`src/rtl/io_pkg.sv`:
```
// ============================================================================
//  Module      : io_pkg
//  Description : Shared defaults and channel state encodings for io_unit.
//                Holds the parameter defaults (data width, channel counts,
//                select width) and the two-state encodings used by the input
//                (EMPTY/FULL) and output (IDLE/PEND) channel FSMs.
//  Revision    : 1.0 - initial release
// ============================================================================
`default_nettype none

package io_pkg;

    localparam int c_DEF_W     = 8;
    localparam int c_DEF_N_IN  = 2;
    localparam int c_DEF_N_OUT = 4;
    localparam int c_DEF_SEL_W = 2;

    // Input channel: EMPTY means the holding register may accept new data.
    typedef enum logic [0:0] {
        IN_EMPTY = 1'b0,
        IN_FULL  = 1'b1
    } in_state_t;

    // Output channel: PEND means out_data is waiting for the consumer.
    typedef enum logic [0:0] {
        OUT_IDLE = 1'b0,
        OUT_PEND = 1'b1
    } out_state_t;

endpackage

`default_nettype wire

```
`src/rtl/io_out_chan.sv`:
```
// ============================================================================
//  Module      : io_out_chan
//  Description : One CPU-to-consumer output channel: IDLE/PEND FSM, data
//                register and sticky overflow flag.
//  Ports       : clk, reset (async, active-low)
//                wr_stb   - CPU write addressed to this channel
//                wr_data  - write data
//                ack      - consumer acknowledge
//                data     - output register
//                valid    - channel pending
//                ovf      - sticky: a write arrived while pending, unacked
//  Revision    : 1.0 - initial release
// ============================================================================
`default_nettype none

module io_out_chan
    import io_pkg::*;
#(
    parameter int W = c_DEF_W
) (
    input  logic         clk,
    input  logic         reset,
    input  logic         wr_stb,
    input  logic [W-1:0] wr_data,
    input  logic         ack,
    output logic [W-1:0] data,
    output logic         valid,
    output logic         ovf
);

    out_state_t   r_state;
    out_state_t   w_state_nxt;
    logic         w_load;
    logic         w_ovf_set;
    logic [W-1:0] r_data;
    logic         r_ovf;

    always_ff @(posedge clk or negedge reset) begin
        if (!reset) begin
            r_state <= OUT_IDLE;
        end else begin
            r_state <= w_state_nxt;
        end
    end

    always_comb begin
        w_state_nxt = r_state;
        w_load      = 1'b0;
        w_ovf_set   = 1'b0;
        case (r_state)
            OUT_IDLE: begin
                // ack while idle carries no meaning and is ignored
                if (wr_stb) begin
                    w_load      = 1'b1;
                    w_state_nxt = OUT_PEND;
                end
            end
            OUT_PEND: begin
                if (wr_stb && ack) begin
                    // consumer takes old data as the new write lands
                    w_load = 1'b1;
                end else if (wr_stb) begin
                    // consumer still busy: the write is lost, flag it
                    w_ovf_set = 1'b1;
                end else if (ack) begin
                    w_state_nxt = OUT_IDLE;
                end
            end
            default: begin
                w_state_nxt = OUT_IDLE;
            end
        endcase
    end

    always_ff @(posedge clk or negedge reset) begin
        if (!reset) begin
            r_data <= '0;
            r_ovf  <= 1'b0;
        end else begin
            if (w_load) begin
                r_data <= wr_data;
            end
            if (w_ovf_set) begin
                r_ovf <= 1'b1;
            end
        end
    end

    assign data  = r_data;
    assign valid = (r_state == OUT_PEND);
    assign ovf   = r_ovf;

endmodule

`default_nettype wire

```
`src/rtl/io_unit.sv`:
```
// ============================================================================
//  Module      : io_unit
//  Description : CPU-facing I/O block with N_IN input channels (producer ->
//                holding register -> CPU read) and N_OUT output channels
//                (CPU write -> output register -> consumer acknowledge).
//  Ports       : clk, reset (async, active-low)
//                wr_en/wr_sel/wr_data  - CPU write to an output channel
//                rd_en/rd_sel/rd_data  - CPU read (consumes) an input channel;
//                                        rd_data is combinational
//                in_data/in_valid/in_ready    - producer side, per channel
//                out_data/out_valid/out_ack   - consumer side, per channel
//                out_ovf                      - sticky dropped-write flags
//  Revision    : 1.0 - initial release
// ============================================================================
`default_nettype none

module io_unit
    import io_pkg::*;
#(
    parameter int W     = c_DEF_W,
    parameter int N_IN  = c_DEF_N_IN,
    parameter int N_OUT = c_DEF_N_OUT,
    parameter int SEL_W = c_DEF_SEL_W
) (
    input  logic               clk,
    input  logic               reset,
    input  logic               wr_en,
    input  logic [SEL_W-1:0]   wr_sel,
    input  logic [W-1:0]       wr_data,
    input  logic               rd_en,
    input  logic [SEL_W-1:0]   rd_sel,
    output logic [W-1:0]       rd_data,
    input  logic [N_IN*W-1:0]  in_data,
    input  logic [N_IN-1:0]    in_valid,
    output logic [N_IN-1:0]    in_ready,
    output logic [N_OUT*W-1:0] out_data,
    output logic [N_OUT-1:0]   out_valid,
    input  logic [N_OUT-1:0]   out_ack,
    output logic [N_OUT-1:0]   out_ovf
);

    // Flattened view of all input holding registers for the read mux.
    logic [N_IN*W-1:0] w_hold;
    logic [N_IN-1:0]   w_rd_stb;
    logic [N_OUT-1:0]  w_wr_stb;

    // Select decode: out-of-range selects never match any channel, so such
    // reads and writes fall through with no effect.
    always_comb begin
        w_rd_stb = '0;
        for (int i = 0; i < N_IN; i++) begin
            w_rd_stb[i] = rd_en && (rd_sel == SEL_W'(i));
        end
    end

    always_comb begin
        w_wr_stb = '0;
        for (int j = 0; j < N_OUT; j++) begin
            w_wr_stb[j] = wr_en && (wr_sel == SEL_W'(j));
        end
    end

    // ------------------------------------------------------------------
    // Input channels
    // ------------------------------------------------------------------
    for (genvar gi = 0; gi < N_IN; gi++) begin : g_in_chan
        in_state_t    r_state;
        in_state_t    w_state_nxt;
        logic         w_capture;
        logic [W-1:0] r_hold;

        always_ff @(posedge clk or negedge reset) begin
            if (!reset) begin
                r_state <= IN_EMPTY;
            end else begin
                r_state <= w_state_nxt;
            end
        end

        always_comb begin
            w_state_nxt = r_state;
            w_capture   = 1'b0;
            case (r_state)
                IN_EMPTY: begin
                    if (in_valid[gi]) begin
                        w_capture   = 1'b1;
                        w_state_nxt = IN_FULL;
                    end
                end
                IN_FULL: begin
                    // in_ready is low here, so in_valid is not looked at
                    if (w_rd_stb[gi]) begin
                        w_state_nxt = IN_EMPTY;
                    end
                end
                default: begin
                    w_state_nxt = IN_EMPTY;
                end
            endcase
        end

        always_ff @(posedge clk or negedge reset) begin
            if (!reset) begin
                r_hold <= '0;
            end else if (w_capture) begin
                r_hold <= in_data[gi*W +: W];
            end
        end

        assign in_ready[gi]         = (r_state == IN_EMPTY);
        assign w_hold[gi*W +: W]    = r_hold;
    end

    // Combinational read port; an EMPTY channel still shows its stale value.
    always_comb begin
        rd_data = '0;
        for (int i = 0; i < N_IN; i++) begin
            if (rd_sel == SEL_W'(i)) begin
                rd_data = w_hold[i*W +: W];
            end
        end
    end

    // ------------------------------------------------------------------
    // Output channels
    // ------------------------------------------------------------------
    for (genvar gj = 0; gj < N_OUT; gj++) begin : g_out_chan
        io_out_chan #(
            .W (W)
        ) u_out_chan (
            .clk     (clk),
            .reset   (reset),
            .wr_stb  (w_wr_stb[gj]),
            .wr_data (wr_data),
            .ack     (out_ack[gj]),
            .data    (out_data[gj*W +: W]),
            .valid   (out_valid[gj]),
            .ovf     (out_ovf[gj])
        );
    end

endmodule

`default_nettype wire

```
`config.mk`:
```
export PLATFORM = sky130hd
export DESIGN_NAME = io_unit
export DESIGN_NICKNAME = d
export VERILOG_FILES = /design/src/rtl/io_pkg.sv /design/src/rtl/io_out_chan.sv /design/src/rtl/io_unit.sv
export SDC_FILE = /design/constraint.sdc
export NUM_CORES = 1
export LEC_CHECK = 0
export BUFFER_PORTS_ARGS = -buffer_cell sky130_fd_sc_hd__buf_2
export CAP_MARGIN = 20
export CELL_PAD_IN_SITES_DETAIL_PLACEMENT = 1
export CELL_PAD_IN_SITES_GLOBAL_PLACEMENT = 1
export CORE_MARGIN = 1
export CORE_UTILIZATION = 41
export DETAILED_ROUTE_END_ITERATION = 12
export PLACE_DENSITY = 0.86
export SYNTH_ARGS = -nofsm -noshare
export SYNTH_HDL_FRONTEND = slang
export SYNTH_SLANG_ARGS = --single-unit
export TNS_END_PERCENT = 20
```
`constraint.sdc`:
```
create_clock -name clk -period 3.8 [get_ports clk]
set_input_delay 0.19 -clock clk [delete_from_list [all_inputs] [get_ports clk]]
set_output_delay 0.19 -clock clk [all_outputs]
set_load 0.01 [all_outputs]
```
Word level (Yosys, flattened, before mapping)
Index checks and enable logic that the tools add are counted.
Widths: inputs -> output; s select.
- $add $sub $neg: 0
- multiply operators: 0
- div/mod/pow operators: 0
- order comparisons: 0
- equal/unequal tests: 4
- shift operators: 0
- mux-type cells: 46
- bitwise gates (word level): 6
- reductions and logical operators: 12
- operators with widths (operator ; number):
    $mux 1 ; 34
    $pmux 1 s2 ; 10
    $mux 8 ; 2
    $logic_and 1x1->1 ; 10
    $not 1->1 ; 6
    $eq 2x1->1 const B ; 2
    $eq 2x2->1 const B ; 2
    $logic_not 2->1 ; 2
- flip-flop bits (word level): 58
- bits in latches: 0
- bits in writable memories: 0
- ROM bits: 0
- input bits: 38
- word-level logic and storage cells: 84
- memories kept: 0

Logic depth before layout (Yosys ltp)
Gate-level depths: netlist of the first run.
- depth after elaboration: 5
- depth in mapped cells: 4
- mapped depth without buffers: 3

Hierarchy
A second synthesis of the first run with hierarchy kept.
- cell total of the unflattened synthesis: 161
- area, all modules: 2565.0 µm²
- modules (own cells, without submodules) (module ; times used ; cells an instance ; area each (µm²) ; sequential area each (µm²)):
    io_out_chan ; 4 ; 23 ; 410.4 ; 250.2
    io_unit ; 1 ; 69 ; 923.4 ; 450.4

Least setup slack after synthesis of the first run
Ideal clock, no wire load.
- path kind: register to register
- start: reg g_out_chan[0].u_out_chan.r_state
- end: reg g_out_chan[0].u_out_chan.r_data[0]
- library setup time: 0.125 ns
- arrival time: 1.233 ns
- data required time: 3.675 ns
- path slack: 2.442 ns
- cell stages (with the launch flop): 5
- buffers on the path: 1
- cells stage by stage: dfrtp_1 nand2b_1 or3b_1 buf_6 mux2_4
- cells in the longest elaborated chain, start to end: 2
- RTL lines (item ; RTL line ; source):
    from (decl) ; io_out_chan.sv:31 ; out_state_t r_state;
    from (signal assigned) ; io_out_chan.sv:42 ; r_state <= w_state_nxt;
    $not 1->1 ; io_out_chan.sv:50 ; case (r_state)
    $pmux 1 s2 * ; io_out_chan.sv:50 ;
    to (signal assigned) ; io_out_chan.sv:81 ; r_data <= wr_data;
    to (decl) ; io_out_chan.sv:35 ; logic [W-1:0] r_data;
Mark *: on every way between the ends. The rest lies on a longest branch, timed or not.
A chain may end at the register's enable or synchronous reset.

Final worst setup path of the first run
- start: reg g_out_chan[1].u_out_chan.r_state
- end: reg g_out_chan[1].u_out_chan.r_data[1]
- cells in the longest elaborated chain, start to end: 2
- RTL lines (item ; RTL line):
    from (decl) ; io_out_chan.sv:31
    from (signal assigned) ; io_out_chan.sv:42
    $not 1->1 ; io_out_chan.sv:50
    $pmux 1 s2 * ; io_out_chan.sv:50
    to (signal assigned) ; io_out_chan.sv:81
    to (decl) ; io_out_chan.sv:35
Marks and branches as above.

==> impl_metrics.py, run 1 <==
metrics = {
    "run_status": {
        "status": "finished clean",
    },
    "synthesis": {
        "syn_inst": 167,
        "synth.most_common_cell": "dfrtp_1",
        "synth-edff-count": 0,
        "synth_cell_types": 21,
        "ys_seq_elements": 58,
        "ys_seq_area_share_pct": 60.13,
        "yosys_warnings": 0,
        "yosys.area.top_type": "dfrtp_1",
        "synth_nets": 205,
        "netlist_area_um2": 2414,
        "synth_flop_cell": "dfrtp_1",
        "async_flop_share_pct": 100.0,
        "ys_top_cells_by_area": "dfrtp_1, mux2_2, mux2_4",
        "post-synth-top-area-fraction_pct": 60.13,
        "synthTopCellsByCount": "dfrtp_1, mux2_2",
        "synth_area_per_cell_um2": 14.45,
    },
    "layout": {
        "drive_gt1_share_pct": 59.38,
        "num_antenna_cells": 0,
        "post-route-util_pct": 55.71,
        "nets": 289,
        "syn2layout_area_growth_pct": 28.67,
        "stdcell_area_um2": 3105,
        "final_cells": 328,
        "nFillCells": 593,
    },
    "floorplanning": {
        "initial_core_util_pct": 43.30,
        "io_pins": 88,
        "die-area_um2": 6198,
        "die_w_um": 78.73,
        "dieHeight_um": 78.73,
        "core_area_um2": 5574,
        "rows": 27,
    },
    "clock_tree": {
        "ctsResizeCount": 0,
        "postCtsSetupBuffers": 0,
        "cts_max_path_buffers": 2,
        "cts_tree": "built",
        "htreeDepth": 3,
        "clkTransAtPathRegs_ns": 0.07,
        "cts_made_buffers": 9,
        "numClockSinks": 58,
        "clk_latency_ns": 0.33,
        "root_buffer": "clkbuf_8",
    },
    "sta": {
        "tns_ns": 0,
        "post-route-min-period_ns": 1.758,
        "drv_slew": 0,
        "max_freq_mhz": 568.9,
        "tightest_slew_ns": 0.9106,
        "setup_viol": 0,
        "rsz0062_at_grt": "false",
        "timing.final.crit_share_pct": 46.25,
        "slew_headroom_pct": 39.17,
        "skew_ns": 0.005712,
        "finalHoldViolCount": 0,
    },
    "drt": {
        "wl_per_cell_um": 16.39,
        "drt_iter0_markers": 52,
        "post_drt_via_cell_ratio": 4.890,
        "drc": 0,
        "routed_wl_um": 5377,
        "dr.pass1.iters": 2,
        "ant_nets": 0,
        "via_count": 1604,
    },
    "hold_path": {
        "hold_class": "in -> reg",
    },
    "power_and_ir_drop": {
        "leakage_nw": 1.551,
        "total_power_mw": 2.094,
        "pwr_density_cell_nw_per_um2": 674.3,
        "peakVddDrop_uv": 323.4,
    },
    "place": {
        "dp.cells": 311,
        "io_buffer_count": 87,
        "dpl.hpwl_um": 3864,
        "gp_congestion": 0.7378,
        "placed_area_um2": 2844,
    },
    "global_route": {
        "grt_pass1_vias": 1762,
        "grt_use_total_pct": 18.99,
        "grt-ovfl-total": 0,
        "antenna_found_initial": 0,
        "grt_max_degree": 41,
        "grt_first_pass_wirelength_um": 8728,
    },
    "critical_path": {
        "critPathArrivalTime_ns": 1.97,
        "crit_path_end_kind": "flop",
        "start_kind": "flop",
        "critical_path_class": "reg -> reg",
        "ff2ff_setup_slack_ns": 2.04,
        "path_max_fanout": 8,
        "required_ns": 4.02,
    },
    "run": {
        "cap_violations": 0,
    },
}
## per-layer routing
metal	vias up	global-route usage, %	wire length (um)
li1	731	-	-
met1	798	23.77	2500
met2	68	30.43	2454
met3	7	6.322	374
met4	0	7.222	46
met5	-	0	0
## where the power goes
part           internal, mW  leakage (nW)  total (mW)  switching (mW)
Sequential            0.797         0.683       0.889          0.0928
Clock                 0.469         0.129       0.710           0.241
Combinational         0.271         0.739       0.494           0.223
Total                  1.54          1.55        2.09           0.557
## per-stage QoR
stage | setup slack, ns | hold WS (ns)
CTS | 2.011 | 0.07438
detailed placement | 1.971 | 0.1508
global placement | 1.967 | 0.1456
finish | 2.042 | 0.09270
global route | 1.961 | 0.07661
floorplan | 2.442 | -0.1056
## timing repair
item,4_1_cts,5_1_grt
endpoints found under the hold margin,18,0
hold buffers,1,0
endpoints found under the setup margin,0,0
## state kept, by name, summed over array words and instances (netlist names)
| name | flops |
|---|---|
| g_out_chan.u_out_chan.data | 32 |
| g_in_chan.r_hold | 16 |
| g_out_chan.u_out_chan.ovf | 4 |
| g_out_chan.u_out_chan.valid | 4 |
| g_in_chan.r_state | 2 |
## area by class of cell
type | count | area [um2] | area share (%)
sequential | 58 | 1451 | 46.74
multi-input combinational | 90 | 848.3 | 27.32
timing repair buffer | 89 | 452.9 | 14.58
clock buffer | 11 | 151.4 | 4.875
clock inverter | 5 | 100.1 | 3.223
tap | 72 | 90.09 | 2.901
inverter | 3 | 11.26 | 0.3626
## critical path: stages (launching register included)
cell and delay (ns):
dfrtp_1 0.38, nand2b_1 0.11, nor2b_1 0.74, mux2_2 0.42
## path summary, 6_finish.rpt
path,endpoint,start,depth (start not counted)
worst max-delay path,g_out_chan[1].u_out_chan.data[1],g_out_chan[1].u_out_chan.valid,3
worst min-delay path,g_in_chan[0].r_hold[1],in_data[1],2
worst max register to register,g_out_chan[1].u_out_chan.data[1],g_out_chan[1].u_out_chan.valid,3
worst min register to register,g_out_chan[1].u_out_chan.ovf,g_out_chan[1].u_out_chan.ovf,1
max in group asynchronous,g_out_chan[0].u_out_chan.data[1],reset,3
min in group asynchronous,g_in_chan[1].r_hold[0],reset,2
## logic make-up after synthesis
kind of cell | share of synthesized area (%)
AOI/OAI and AO/OA | 2.074
muxes | 26.96
buffers and inverters | 4.718
and+or+nand+nor | 6.117
DFF | 60.13
## cells in the final DEF (no fill, tap or decap)
cell / count
buf_2: 87
buf_4: 1
or3b_1: 1
dfrtp_1: 58
clkbuf_8: 11
nand3b_1: 3
nand2_1: 3
o21ai_0: 1
nand2b_1: 5
clkinv_2: 2
nor2b_1: 5
mux2i_1: 8
a21o_1: 1
nor3b_1: 1
nand3_1: 1
nor2_1: 8
mux2_4: 8
o21bai_1: 4
inv_1: 3
o31ai_1: 1
dlygate4sd3_1: 1
bufinv_16: 3
mux2_2: 40
Power figures use the tool's default switching activity.
==> run 2, diff against run 1 <==
Settings changed: ABC_AREA from default to 1, CORE_UTILIZATION 41 to 32, PLACE_DENSITY 0.86 to 0.78.
Clock period 3.8 ns to 1.4 ns, I/O delays scaled along.
==> run 2 against run 1 <==
  * Via count rose by 42%
  * Critical endpoint is now g_in_chan[0].r_hold[4]
  * Highest routed layer unchanged
  * Total power rose by 130%
  * Clock-buffer cell count is the same
  * Global-route usage is 0.22 points lower
  * Worst hold slack lost 0.080 ns
==> impl_metrics.py, run 2 <==
metrics = {
    "run_status": {
        "status": "finished clean",
    },
    "layout": {
        "final_cell_mix": "nand2_1, buf_2, dfrtp_1",
        "largest_reg_flops": 32,
        "final_cells": 492,
        "nFillCells": 926,
        "nets": 427,
        "drive_gt1_share_pct": 29.26,
        "final_common_cell": "nand2_1",
        "num_antenna_cells": 0,
        "syn2layout_area_growth_pct": 32.48,
    },
    "synthesis": {
        "synthTopCellsByCount": "nand2_1, dfrtp_1, nand3_1, inv_1, nand4_1",
        "post-synth-top-area-fraction_pct": 58.15,
        "async_flop_share_pct": 100.0,
        "synth_area_per_cell_um2": 8.697,
        "netlist_area_um2": 2496,
        "yosys_warnings": 0,
        "synth.most_common_cell": "nand2_1",
        "ys_top_cells_by_area": "dfrtp_1, nand2_1, nand3_1",
        "synth-edff-count": 0,
        "synth_flop_cell": "dfrtp_1",
        "ys_seq_area_share_pct": 58.15,
        "yosys.area.top_type": "dfrtp_1",
        "ys_seq_elements": 58,
        "synth_nets": 325,
        "syn_inst": 287,
        "synth_cell_types": 21,
    },
    "floorplanning": {
        "initial_core_util_pct": 33.69,
        "dieHeight_um": 90.32,
        "core_area_um2": 7408,
        "die-area_um2": 8158,
        "die_w_um": 90.32,
        "rows": 31,
        "io_pins": 88,
    },
    "critical_path": {
        "path_max_fanout": 11,
        "cp_slowest_cell": "dfrtp_1",
        "path_cells": "clkinv_1 -> nand2_1 -> nor2_1 -> a21oi_1",
        "crit_path_end_kind": "flop",
        "critical_path_class": "reg -> reg",
        "slowest_delay_ns": 0.35,
        "start_kind": "flop",
        "required_ns": 1.65,
        "critPathArrivalTime_ns": 1.43,
    },
    "sta": {
        "finalHoldViolCount": 0,
        "max_freq_mhz": 845.8,
        "post-route-min-period_ns": 1.182,
        "rsz0062_at_grt": "false",
        "skew_ns": 0.009214,
        "timing.final.crit_share_pct": 84.45,
        "drv_slew": 0,
        "tns_ns": 0,
        "slew_headroom_pct": 70.17,
        "tightest_slew_ns": 0.4474,
        "setup_viol": 0,
    },
    "clock_tree": {
        "numClockSinks": 58,
        "clk_latency_ns": 0.34,
        "clkTransAtPathRegs_ns": 0.06,
        "htreeDepth": 3,
        "root_buffer": "clkbuf_8",
        "cts_made_buffers": 9,
        "cts_tree": "built",
        "cts_max_path_buffers": 2,
        "postCtsSetupBuffers": 0,
    },
    "global_route": {
        "grt_use_total_pct": 18.78,
        "grt-ovfl-total": 0,
        "antenna_found_initial": 0,
        "grt_max_degree": 41,
        "grt_pass1_vias": 2409,
        "grt_first_pass_wirelength_um": 11760,
    },
    "drt": {
        "drc": 0,
        "dr.pass1.iters": 4,
        "via_count": 2277,
        "post_drt_via_cell_ratio": 4.628,
        "ant_nets": 0,
        "routed_wl_um": 7133,
        "drt_iter0_markers": 52,
        "wl_per_cell_um": 14.50,
    },
    "place": {
        "io_buffer_count": 87,
        "dp.cells": 462,
        "gp_congestion": 0.8054,
        "dpl.hpwl_um": 5255,
    },
    "power_and_ir_drop": {
        "peakVddDrop_uv": 626.0,
        "pwr_density_cell_nw_per_um2": 1460,
        "leakage_nw": 1.859,
    },
    "hold_path": {
        "hold_class": "in -> reg",
    },
    "run": {
        "cap_violations": 0,
    },
}
==> run 2: changes by cell type in the layout (fill, tap and decap cells not counted), sizes merged, moves of 3 or more <==
| cell | change |
|---|---|
| bufinv | -3 |
| mux2i | -8 |
| nor2b | -5 |
| dlygate4sd3 | +14 |
| nand4 | +16 |
| buf | +4 |
| a21oi | +4 |
| nand3b | -3 |
| nand2b | -5 |
| mux2 | -48 |
| nand2 | +117 |
| clkinv | +4 |
| inv | +15 |
| nand3 | +35 |
==> run 2: cells by family after synthesis <==
kind of cell	Yosys count	share of synthesized area [%]
buffers and inverters	36	7.018
flip-flops	58	58.15
AO/OA/AOI/OAI	11	2.506
AND/OR/NAND/NOR	182	32.33
==> run 2: layout make-up <==
type                       instances  area (um2)  area share [%]
clock buffer                      11       131.4           3.973
clock inverter                     4       20.02          0.6054
inverter                          20       75.07           2.270
multi-input combinational        193       869.6           26.30
sequential                        58        1451           43.89
tap                               99       123.9           3.746
timing repair buffer             107       635.6           19.22
==> run 2: final timing paths <==
check / from / to / slack, ns / cells after the start
min: in_data[13] / g_in_chan[1].r_hold[5] / 0.01 / 3
max: g_in_chan[0].r_state / g_in_chan[0].r_hold[4] / 0.22 / 4
min in group asynchronous: reset / g_in_chan[1].r_hold[7] / 0.22 / 2
max in group asynchronous: reset / g_out_chan[0].u_out_chan.data[0] / 0.61 / 3
min reg2reg: g_out_chan[0].u_out_chan.ovf / g_out_chan[0].u_out_chan.ovf / 0.47 / 2
max reg2reg: g_in_chan[0].r_state / g_in_chan[0].r_hold[4] / 0.22 / 4
==> run 2: routing by layer <==
metal | share of wire, % | up-vias | track usage [%]
met3 | 5.5 | 9 | 4.461
met1 | 45 | 1067 | 23.93
met4 | 1.5 | 0 | 7.392
met2 | 48 | 79 | 30.79
met5 | 0 | - | 0
li1 | - | 1122 | -
==> run 2: where the power goes <==
part | total (mW) | switching (mW) | internal, mW
clock | 1.25 | 0.626 | 0.619
combinational | 1.25 | 0.761 | 0.486
sequential | 2.34 | 0.232 | 2.10
total | 4.83 | 1.62 | 3.21
==> run 2: timing repair <==
action / CTS / global route
resized for setup: 0 / 0
endpoints found under the hold margin: 32 / 0
hold buffers: 15 / 0
==> run 2: worst max-delay path, delay by kind of cell (launching register included) <==
family                 cells  cell delay [ns]
AO/OA/AOI/OAI              1             0.13
buffers and inverters      1             0.19
flip-flops                 1             0.35
AND/OR/NAND/NOR            2             0.43
==> run 2: per-stage QoR <==
step           cell area [um2]  utilization [%]  setup WS (ns)  power [mW]  hold WS [ns]
4_1_cts                   3307            44.64         0.1885       4.916      0.001712
2_1_floorplan             2496                -         0.3530       3.028       -0.2256
3_3_place_gp              3005            40.57         0.3142       3.538       0.03886
5_1_grt                   3307            44.64        0.06194       5.181       0.01970
6_report                  3307            44.64         0.2177       4.827       0.01293
3_5_place_dp              3005            40.57         0.2026       3.609       0.03753
==> run 3, diff against run 2 <==
Settings changed: CORE_UTILIZATION 32 to 36, PLACE_DENSITY 0.78 to 0.82.
Clock period 1.4 ns to 1.1 ns, I/O delays scaled along.
==> run 3 against run 2 <==
  * Die area is 11% lower
  * Global-route usage is 3.7 points higher
  * Non-clock buffer count is 9 higher
  * Critical path depth is 1 lower
  * Routed wire length is 10% higher
  * Setup slack worse by 0.20 ns
  * Final cell count is 2.4% lower
  * Worst hold slack better by 0.0042 ns
  * Via count is 5.1% higher
  * Register-to-register slack worse by 0.17 ns
==> impl_metrics.py, run 3 (same netlist as run 2, synthesis figures left out) <==
metrics = {
    "power_and_ir_drop": {
        "pwr-share-clk_pct": 25.5,
        "pwr_density_cell_nw_per_um2": 1907,
        "swShare_pct": 33.90,
        "p_sw_mw": 2.215,
        "sequentialPowerShare_pct": 46.1,
        "p_comb_share_pct": 28.4,
        "peakVddDrop_uv": 783.3,
        "internal_power_mw": 4.320,
        "leakage_nw": 1.924,
    },
    "layout": {
        "final_common_cell": "nand2_1",
        "syn2layout_area_growth_pct": 37.29,
        "post-route-util_pct": 52.47,
        "final_cell_mix": "nand2_1, buf_2, dfrtp_1",
        "drive_gt1_share_pct": 33.00,
        "nets": 436,
        "largest_reg_flops": 32,
        "num_antenna_cells": 0,
        "stdcell_area_um2": 3427,
    },
    "clock_tree": {
        "htreeDepth": 3,
        "cts_max_path_buffers": 2,
        "numClockSinks": 58,
        "clkTransAtPathRegs_ns": 0.06,
        "root_buffer": "clkbuf_8",
        "cts_made_buffers": 9,
        "cts_tree": "built",
        "clk_latency_ns": 0.33,
    },
    "drt": {
        "post_drt_via_cell_ratio": 4.983,
        "drt_iter0_markers": 57,
        "ant_nets": 0,
        "drc": 0,
        "wl_per_cell_um": 16.37,
        "routed_wl_um": 7858,
        "dr.pass1.iters": 4,
        "via_count": 2392,
    },
    "global_route": {
        "grt_pass1_vias": 2601,
        "antenna_found_initial": 0,
        "grt_first_pass_wirelength_um": 12390,
        "grt_use_total_pct": 22.45,
        "grt-ovfl-total": 0,
        "grt_max_degree": 59,
    },
    "sta": {
        "post-route-min-period_ns": 1.081,
        "skew_ns": 0.003838,
        "timing.final.crit_share_pct": 98.29,
        "drv_slew": 0,
        "max_freq_mhz": 925.0,
        "tightest_slew_ns": 0.3719,
        "rsz0062_at_grt": "true",
        "setup_viol": 0,
        "layout_setup_ws_ns": 0.01886,
        "slew_headroom_pct": 75.15,
        "finalHoldViolCount": 0,
        "hold_slack_ns": 0.01709,
    },
    "critical_path": {
        "critical_path_class": "reg -> out",
        "path_max_fanout": 2,
        "crit_path_end_kind": "output pin",
        "critPathArrivalTime_ns": 1.03,
        "required_ns": 1.04,
        "reg2regPathDepth": 4,
        "start_kind": "flop",
    },
    "place": {
        "post-place-ws_ns": -0.06929,
        "dpl.hpwl_um": 5443,
        "io_buffer_count": 87,
        "gp_congestion": 0.7508,
        "placed_area_um2": 3015,
    },
    "floorplanning": {
        "rows": 29,
        "io_pins": 88,
        "core_area_um2": 6531,
        "die_w_um": 85.27,
        "initial_core_util_pct": 38.22,
        "die-area_um2": 7271,
        "dieHeight_um": 85.27,
    },
    "run": {
        "cap_violations": 0,
    },
    "hold_path": {
        "hold_depth": 3,
        "hold_class": "in -> reg",
    },
    "run_status": {
        "status": "finished clean",
    },
}
run 3: cell count changes in the layout (fill, tap and decap cells not counted), moves of 2 or more:
cell and change:
buf_6 +4, buf_4 +5, inv_2 +3, inv_1 -3, nand2_1 -2, o22ai_1 -2
dlygate4sd3_1 +2, nor2_4 +2, clkinv_1 -2, buf_2 -2, o22ai_2 +2
run 3: stage by stage:
step / power (mW) / TNS [ns] / instances
floorplan: 3.853 / 0 / 287
finish: 6.535 / 0 / 480
global placement: 4.536 / 0 / 445
CTS: 6.448 / -0.01349 / 478
global route: 6.907 / -0.1461 / 480
detailed placement: 4.650 / -0.08408 / 445
run 3: layer usage:
metal	GRT usage, %	up-vias	share of wire, %
met3	4.961	19	5.4
met1	27.48	1151	42
met4	12.27	0	3.1
met5	0	-	0
li1	-	1134	-
met2	37.02	88	49
run 3: worst max-delay path: stages, from the launching register on:
cell	delay (ns)
dfrtp_1	0.34
inv_2	0.05
o22ai_2	0.15
buf_2	0.16
run 3: worst paths after layout:
check	startpoint	to	slack [ns]
worst min register to register	g_out_chan[1].u_out_chan.ovf	g_out_chan[1].u_out_chan.ovf	0.47
min in group asynchronous	reset	g_in_chan[1].r_hold[2]	0.26
worst max-delay path	g_in_chan[1].r_hold[3]	rd_data[3]	0.02
worst max register to register	g_in_chan[0].r_state	g_in_chan[0].r_hold[3]	0.05
max in group asynchronous	reset	g_out_chan[2].u_out_chan.valid	0.56
worst min-delay path	wr_data[6]	g_out_chan[3].u_out_chan.data[6]	0.02
run 3: layout make-up:
type / instances / area, um2
clock inverters: 3 / 15.01
multi-input cells: 193 / 909.6
inverters: 20 / 77.57
fillers: 786 / 3104
clock buffers: 13 / 148.9
repair buffers: 116 / 728.2
flip-flops and latches: 58 / 1451
well taps: 77 / 96.34
run 3: repair_timing:
item,CTS,global route
hold buffers,17,0
buffers inserted,0,2
pin swaps,2,2
endpoints found under the setup margin,9,19
hold endpoints to repair,74,0
gates cloned,0,0
gates resized for setup,7,11
run 3: power groups by stage:
stage	clock (mW)	sequential, mW	combinational (mW)
global route	1.78	3.07	2.06
global placement	0	3.00	1.54
floorplan	0	3.03	0.821
CTS	1.72	3.00	1.72
detailed placement	0	3.02	1.63
finish	1.67	3.01	1.85
